### src/rtl/key_debouncer_pkg.sv
// -----------------------------------------------------------------------------
// key_debouncer_pkg
//   Shared definitions for the push-button conditioning front-end: the per-key
//   FSM state encoding and small constant helpers for sizing counters.
//   Also imported by the counter/display benches that decode the key FSM.
// -----------------------------------------------------------------------------
package key_debouncer_pkg;

  localparam int KEY_STATE_W = 2;

  typedef enum logic [KEY_STATE_W-1:0] {
    ST_IDLE      = 2'd0,
    ST_PRESS_CHK = 2'd1,
    ST_HELD      = 2'd2,
    ST_REL_CHK   = 2'd3
  } key_state_e;

  // Bits needed for a counter that runs 0 .. value-1. Never less than one bit,
  // so degenerate parameter values still give a legal vector.
  function automatic int cnt_width(input int value);
    return (value <= 2) ? 1 : $clog2(value);
  endfunction

  function automatic int max_int(input int a, input int b);
    return (a > b) ? a : b;
  endfunction

endpackage

### src/rtl/key_debounce_ch.sv
// -----------------------------------------------------------------------------
// key_debounce_ch
//   One key channel: 2-flop synchroniser, debounce FSM with a stable-time
//   counter, auto-repeat timer and registered single-cycle strobes.
//
//   state      | meaning
//   -----------+------------------------------------------------------------
//   IDLE       | key released and accepted as released
//   PRESS_CHK  | raw shows pressed, waiting DEBOUNCE_CYCLES stable cycles
//   HELD       | press accepted; repeat timer running
//   REL_CHK    | raw shows released, waiting DEBOUNCE_CYCLES stable cycles
//
// Ports
//   clk100_i       in   system clock
//   rst_i          in   asynchronous reset, active-high
//   key_i          in   raw asynchronous key pin
//   key_level_o    out  debounced state, 1 = pressed
//   key_press_o    out  1-cycle strobe on accepted press
//   key_release_o  out  1-cycle strobe on accepted release
//   key_repeat_o   out  1-cycle strobe per auto-repeat tick
// -----------------------------------------------------------------------------
module key_debounce_ch
  import key_debouncer_pkg::*;
#(
  parameter bit ACTIVE_LOW      = 1'b1,
  parameter int DEBOUNCE_CYCLES = 1_000_000,
  parameter int REPEAT_DELAY    = 50_000_000,
  parameter int REPEAT_PERIOD   = 10_000_000
) (
  input  logic clk100_i,
  input  logic rst_i,
  input  logic key_i,
  output logic key_level_o,
  output logic key_press_o,
  output logic key_release_o,
  output logic key_repeat_o
);

  localparam int CNT_W  = cnt_width(DEBOUNCE_CYCLES);
  localparam int RCNT_W = cnt_width(max_int(REPEAT_DELAY, REPEAT_PERIOD));
  localparam bit REP_EN = (REPEAT_DELAY > 0);

  localparam logic [CNT_W-1:0]  DEB_TC = CNT_W'(DEBOUNCE_CYCLES - 1);
  localparam logic [RCNT_W-1:0] DLY_TC = RCNT_W'(REP_EN ? REPEAT_DELAY - 1 : 0);
  localparam logic [RCNT_W-1:0] PER_TC = RCNT_W'(REPEAT_PERIOD - 1);

  logic [1:0]        sync_q;
  logic              raw;
  key_state_e        state_q, state_d;
  logic [CNT_W-1:0]  cnt_q, cnt_d;
  logic [RCNT_W-1:0] rcnt_q, rcnt_d, rcnt_tc;
  logic              armed_q, armed_d;
  logic              rcnt_hit;
  logic              level_d, press_d, release_d, repeat_d;

  assign raw = ACTIVE_LOW ? ~sync_q[1] : sync_q[1];

  // State register, counters and registered outputs. Sync flops reset to the
  // inactive pin level so leaving reset never looks like a press.
  always_ff @(posedge clk100_i or posedge rst_i) begin
    if (rst_i) begin
      sync_q        <= {2{ACTIVE_LOW}};
      state_q       <= ST_IDLE;
      cnt_q         <= '0;
      rcnt_q        <= '0;
      armed_q       <= 1'b0;
      key_level_o   <= 1'b0;
      key_press_o   <= 1'b0;
      key_release_o <= 1'b0;
      key_repeat_o  <= 1'b0;
    end else begin
      sync_q        <= {sync_q[0], key_i};
      state_q       <= state_d;
      cnt_q         <= cnt_d;
      rcnt_q        <= rcnt_d;
      armed_q       <= armed_d;
      key_level_o   <= level_d;
      key_press_o   <= press_d;
      key_release_o <= release_d;
      key_repeat_o  <= repeat_d;
    end
  end

  // Next-state logic. The terminal-count compare precedes the increment, so
  // the debounce counter never exceeds DEBOUNCE_CYCLES-1.
  always_comb begin
    state_d = state_q;
    cnt_d   = cnt_q;
    case (state_q)
      ST_IDLE: begin
        if (raw) begin
          state_d = ST_PRESS_CHK;
          cnt_d   = '0;
        end
      end
      ST_PRESS_CHK: begin
        if (!raw) begin
          state_d = ST_IDLE;
        end else if (cnt_q == DEB_TC) begin
          state_d = ST_HELD;
        end else begin
          cnt_d = cnt_q + CNT_W'(1);
        end
      end
      ST_HELD: begin
        if (!raw) begin
          state_d = ST_REL_CHK;
          cnt_d   = '0;
        end
      end
      ST_REL_CHK: begin
        if (raw) begin
          state_d = ST_HELD;
        end else if (cnt_q == DEB_TC) begin
          state_d = ST_IDLE;
        end else begin
          cnt_d = cnt_q + CNT_W'(1);
        end
      end
      default: state_d = ST_IDLE;
    endcase
  end

  // Repeat timer. armed selects between the initial delay and the period.
  // It only advances in HELD, so a release bounce (REL_CHK and back) pauses
  // it rather than restarting it. Reload on the hit means it never wraps.
  assign rcnt_tc = armed_q ? PER_TC : DLY_TC;

  always_comb begin
    rcnt_d   = rcnt_q;
    armed_d  = armed_q;
    rcnt_hit = 1'b0;
    if (REP_EN) begin
      if ((state_q == ST_PRESS_CHK) && (state_d == ST_HELD)) begin
        rcnt_d  = '0;
        armed_d = 1'b0;
      end else if (state_q == ST_HELD) begin
        if (rcnt_q == rcnt_tc) begin
          rcnt_d   = '0;
          armed_d  = 1'b1;
          rcnt_hit = 1'b1;
        end else begin
          rcnt_d = rcnt_q + RCNT_W'(1);
        end
      end
    end
  end

  // Output decode. Each strobe belongs to a distinct current state, so they
  // are mutually exclusive by construction.
  always_comb begin
    level_d   = (state_d == ST_HELD) || (state_d == ST_REL_CHK);
    press_d   = (state_q == ST_PRESS_CHK) && (state_d == ST_HELD);
    release_d = (state_q == ST_REL_CHK) && (state_d == ST_IDLE);
    repeat_d  = rcnt_hit;
  end

endmodule

### src/rtl/key_debouncer.sv
// -----------------------------------------------------------------------------
// key_debouncer
//   Conditioning front-end for the board push-buttons: N_KEYS independent
//   channels, each producing a clean level and press/release/repeat strobes
//   in the clk100_i domain.
//
// Ports
//   clk100_i       in   1       system clock, 100 MHz
//   rst_i          in   1       asynchronous reset, active-high
//   key_i          in   N_KEYS  raw asynchronous key pins
//   key_level_o    out  N_KEYS  debounced state, 1 = pressed
//   key_press_o    out  N_KEYS  1-cycle strobe on accepted press
//   key_release_o  out  N_KEYS  1-cycle strobe on accepted release
//   key_repeat_o   out  N_KEYS  1-cycle strobe per auto-repeat tick
// -----------------------------------------------------------------------------
module key_debouncer
  import key_debouncer_pkg::*;
#(
  parameter int N_KEYS          = 2,
  parameter bit ACTIVE_LOW      = 1'b1,
  parameter int DEBOUNCE_CYCLES = 1_000_000,
  parameter int REPEAT_DELAY    = 50_000_000,
  parameter int REPEAT_PERIOD   = 10_000_000
) (
  input  logic              clk100_i,
  input  logic              rst_i,
  input  logic [N_KEYS-1:0] key_i,
  output logic [N_KEYS-1:0] key_level_o,
  output logic [N_KEYS-1:0] key_press_o,
  output logic [N_KEYS-1:0] key_release_o,
  output logic [N_KEYS-1:0] key_repeat_o
);

  for (genvar g = 0; g < N_KEYS; g++) begin : g_ch
    key_debounce_ch #(
      .ACTIVE_LOW      (ACTIVE_LOW),
      .DEBOUNCE_CYCLES (DEBOUNCE_CYCLES),
      .REPEAT_DELAY    (REPEAT_DELAY),
      .REPEAT_PERIOD   (REPEAT_PERIOD)
    ) u_ch (
      .clk100_i      (clk100_i),
      .rst_i         (rst_i),
      .key_i         (key_i[g]),
      .key_level_o   (key_level_o[g]),
      .key_press_o   (key_press_o[g]),
      .key_release_o (key_release_o[g]),
      .key_repeat_o  (key_repeat_o[g])
    );
  end

endmodule

### config.mk
export PLATFORM = sky130hd
export DESIGN_NAME = key_debouncer
export DESIGN_NICKNAME = d
export VERILOG_FILES = /design/src/rtl/key_debouncer_pkg.sv /design/src/rtl/key_debounce_ch.sv /design/src/rtl/key_debouncer.sv
export SDC_FILE = /design/constraint.sdc
export NUM_CORES = 1
export LEC_CHECK = 0
export ABC_CLOCK_PERIOD_IN_PS = 4000
export BUFFER_PORTS_ARGS = -buffer_cell sky130_fd_sc_hd__buf_2
export CAP_MARGIN = 20
export CORE_ASPECT_RATIO = 1.5
export CORE_MARGIN = 5
export CORE_UTILIZATION = 59
export CTS_BUF_LIST = sky130_fd_sc_hd__clkbuf_2 sky130_fd_sc_hd__clkbuf_4 sky130_fd_sc_hd__clkbuf_8
export DETAILED_ROUTE_END_ITERATION = 10
export GPL_ROUTABILITY_DRIVEN = 0
export PLACE_DENSITY = 0.76
export SLEW_MARGIN = 25
export SYNTH_ARGS = -nofsm -noshare
export SYNTH_HDL_FRONTEND = slang
export SYNTH_SLANG_ARGS = --single-unit
### constraint.sdc
create_clock -name clk100_i -period 4 [get_ports clk100_i]
set_clock_uncertainty 0.05 [all_clocks]
set_input_delay 0.4 -clock clk100_i [delete_from_list [all_inputs] [get_ports clk100_i]]
set_output_delay 0.4 -clock clk100_i [all_outputs]
set_load 0.05 [all_outputs]
==> metrics <==
Async SR Flop Fraction 100.0%; Final setup viols 0; drt drc 0; average wire per cell in the routed design 16.75 microns; dpl cells 747; area leader, netlist dfrtp_1; Hold Crit Depth 1; Fin Setup TNS 0 ns; pins over their slew limit 0; first-pass GRT wire length 21950 microns; synth unique cells 58; crit path buf inv count 0; Worst-path clk slew 0.10 ns; yosys synthesis warning count 0; # hold bufs at CTS 0; fin cells 763; crit start category flip-flop; vias in the first global route 4821; CP Capture Type flip-flop; worst reg2reg endpoint g_ch[1].u_ch.rcnt_q[24]; Synth Flop Type dfrtp_1; post-cts repair resize count 0; Worst R2R Start g_ch[1].u_ch.cnt_q[0]; largest cells by area after synthesis dfrtp_1 45%, nand2_1 4.4%, nand3_1 3.9%, xor2_1 3.4%, nor2_1 3.0%; Critical Path Source g_ch[1].u_ch.cnt_q[0]; CP arrival 3.26 ns; met1 usage 26.09%; largest net degree at the start of global routing 68; FF-to-FF setup slack 0.98 ns; crit path to g_ch[1].u_ch.rcnt_q[24]; core box area 0.009744 sq mm; Area Growth Syn to Fin 5.253%; initial antenna violation count 0; critical path, cell by cell ha_1 > nand3_1 > or4_1 > o41a_1 > or4_1 > a21oi_1; Post-Synthesis Cells 652; met2 Use GR 36.67%; n_diodes 0; later-pin clock latency in the skew report 0.37 ns; f_max 331.3 MHz; CTS tree done; worst-case reg-to-reg path depth 6; Initial Utilization 60.86%; gr usage total 21.54%; clk buf depth 2; worst slew pin tran 0.9851 ns; layout cell share with drive strength beyond 1 8.179%; drt total wl 12780 microns; leakage power 2.641 nW; Setup Buffers After CTS 0; period utilization 75.46%; maximum vdd drop 0.1704 mV; CP required 4.24 ns; worst min-delay path category in -> reg; post-DP HPWL 8849 microns; NumNets Final 651; post-placement setup slack 1.012 ns; Die X 91.86 microns; register area share after synthesis 46.50%; WHS 0.06266 ns; gr ovfl total 0; clock sink total 110; syn avg cell area 9.096 sq um; Syn Nets 660; # rows 44; final hold vios 0; Worst path depth 6; P per Cell Area 306.7 mW/mm^2; RSZ-0062 raised after global routing no; Initial DRT Pass Iterations 5; CP Class reg -> reg; commonest non-fill, non-tap cell in the layout dfrtp_1; # fillers 801; Die Y 132.8 microns; die area 0.01220 sq mm; M3 GR Usage 3.693%; Final min period 3.018 ns; number of flops mapped to enable cells by yosys 0; port bufs 11; commonest non-fill, non-tap cells in the layout 106 x dfrtp_1, 70 x nand2_1, 47 x nor2_1; Slew Limit Headroom 34.09%; root buf cell clkbuf_8; Detail Route Antenna Nets 0; Max FO, Critical Path 18; outcome finished clean; # IOs 12; Max stage delay on crit path 0.71 ns; Inserted Clock Buffers 9; Top cell by count, worst path or4_1; max cap viols 0; CTS H-tree lvls 3; Detailed Route Iter0 Violations 259; CP delay by family, top simple AND/OR/NAND/NOR gates; CP max stage cell or4_1; top cell type's share of synthesized area 44.73%; #FFs+latches synth 110; Avg Vias per Cell 6.499; Via Count 4959; final setup margin 0.9817 ns; synthesized cell area 0.005931 sq mm; GR peak layer met2
[sequential cells by signal, summed over array words and instances, names as in the netlist]
| name | cells |
|---|---|
| g_ch.u_ch.rcnt_q | 52 |
| g_ch.u_ch.cnt_q | 40 |
| g_ch.u_ch.state_q | 4 |
| g_ch.u_ch.sync_q | 4 |
| g_ch.u_ch.armed_q | 2 |
| g_ch.u_ch.key_level_o | 2 |
| g_ch.u_ch.key_press_o | 2 |
| g_ch.u_ch.key_release_o | 2 |
| g_ch.u_ch.key_repeat_o | 2 |
[worst min path at each step]
stage	start	end
floorplan	g_ch[0].u_ch.sync_q[0]	g_ch[0].u_ch.sync_q[1]
global placement	g_ch[1].u_ch.sync_q[0]	g_ch[1].u_ch.sync_q[1]
detailed placement	g_ch[1].u_ch.sync_q[0]	g_ch[1].u_ch.sync_q[1]
CTS	key_i[0]	g_ch[0].u_ch.sync_q[0]
global route	key_i[0]	g_ch[0].u_ch.sync_q[0]
finish	key_i[0]	g_ch[0].u_ch.sync_q[0]
[worst reg2reg max path, stage by stage (launching register included)]
cell and delay [ns]:
dfrtp_1 0.41, ha_1 0.21, nand3_1 0.19, or4_1 0.71
o41a_1 0.63, or4_1 0.58, a21oi_1 0.17
[cell usage after synthesis, types with 3 or more instances]
cell type / count
nand3_1: 46
nand2b_1: 9
ha_1: 4
or4_1: 19
xor2_1: 23
o21ai_0: 35
inv_1: 11
or4b_2: 4
or2_2: 3
nand3b_1: 3
nand4_1: 28
o31ai_1: 21
xnor2_1: 4
nand4b_1: 3
a21oi_1: 32
a22o_1: 4
mux2i_1: 3
nor4_1: 16
clkbuf_1: 27
dfstp_2: 4
nor3_1: 7
nand4bb_1: 3
nand2_1: 70
o41ai_1: 3
o211ai_1: 4
a31oi_1: 8
and4_1: 8
dfrtp_1: 106
buf_4: 8
and3_1: 25
and2_1: 9
nor2_1: 47
or3_1: 20
[metal layers]
layer	vias up	share of wire, %
li1	2404	-
met1	2404	43
met2	117	51
met3	34	3.5
met4	0	2.6
met5	-	0
[layout make-up]
type,count,area [sq um],share of cell area (%)
Clock buffer,13,153.9,2.465
Clock inverter,3,45.04,0.7216
Inverter,11,43.79,0.7015
Multi-Input combinational cell,493,2990,47.91
Sequential cell,110,2758,44.18
Tap cell,115,143.9,2.305
Timing Repair Buffer,18,107.6,1.724
[where the power goes]
| group | switching [mW] | total (mW) | internal (mW) |
|---|---|---|---|
| Sequential | 0.0202 | 1.15 | 1.13 |
| Combinational | 0.0506 | 0.0735 | 0.0229 |
| Clock | 0.374 | 0.693 | 0.319 |
[stage by stage]
| step | area, sq um | power [mW] | utilization (%) |
|---|---|---|---|
| 3_3_place_gp | 6023 | 1.241 | 61.81 |
| 6_report | 6242 | 1.915 | 64.06 |
| 3_5_place_dp | 6035 | 1.245 | 61.93 |
| 4_1_cts | 6233 | 1.933 | 63.97 |
| 2_1_floorplan | 5931 | 1.221 | - |
| 5_1_grt | 6242 | 1.993 | 64.06 |
[cell families after synthesis]
group                    Yosys count  share of synthesized area, %
AO/OA/AOI/OAI                    129                         13.80
XOR/XNOR                          27                         3.987
adder cells (fa/ha/maj)            4                        0.8439
buffers and inverters             49                         3.650
flip-flops                       110                         46.50
multiplexers                       5                        0.8861
AND/OR/NAND/NOR                  328                         30.34
Note: power is estimated with default switching activity, not from simulation.
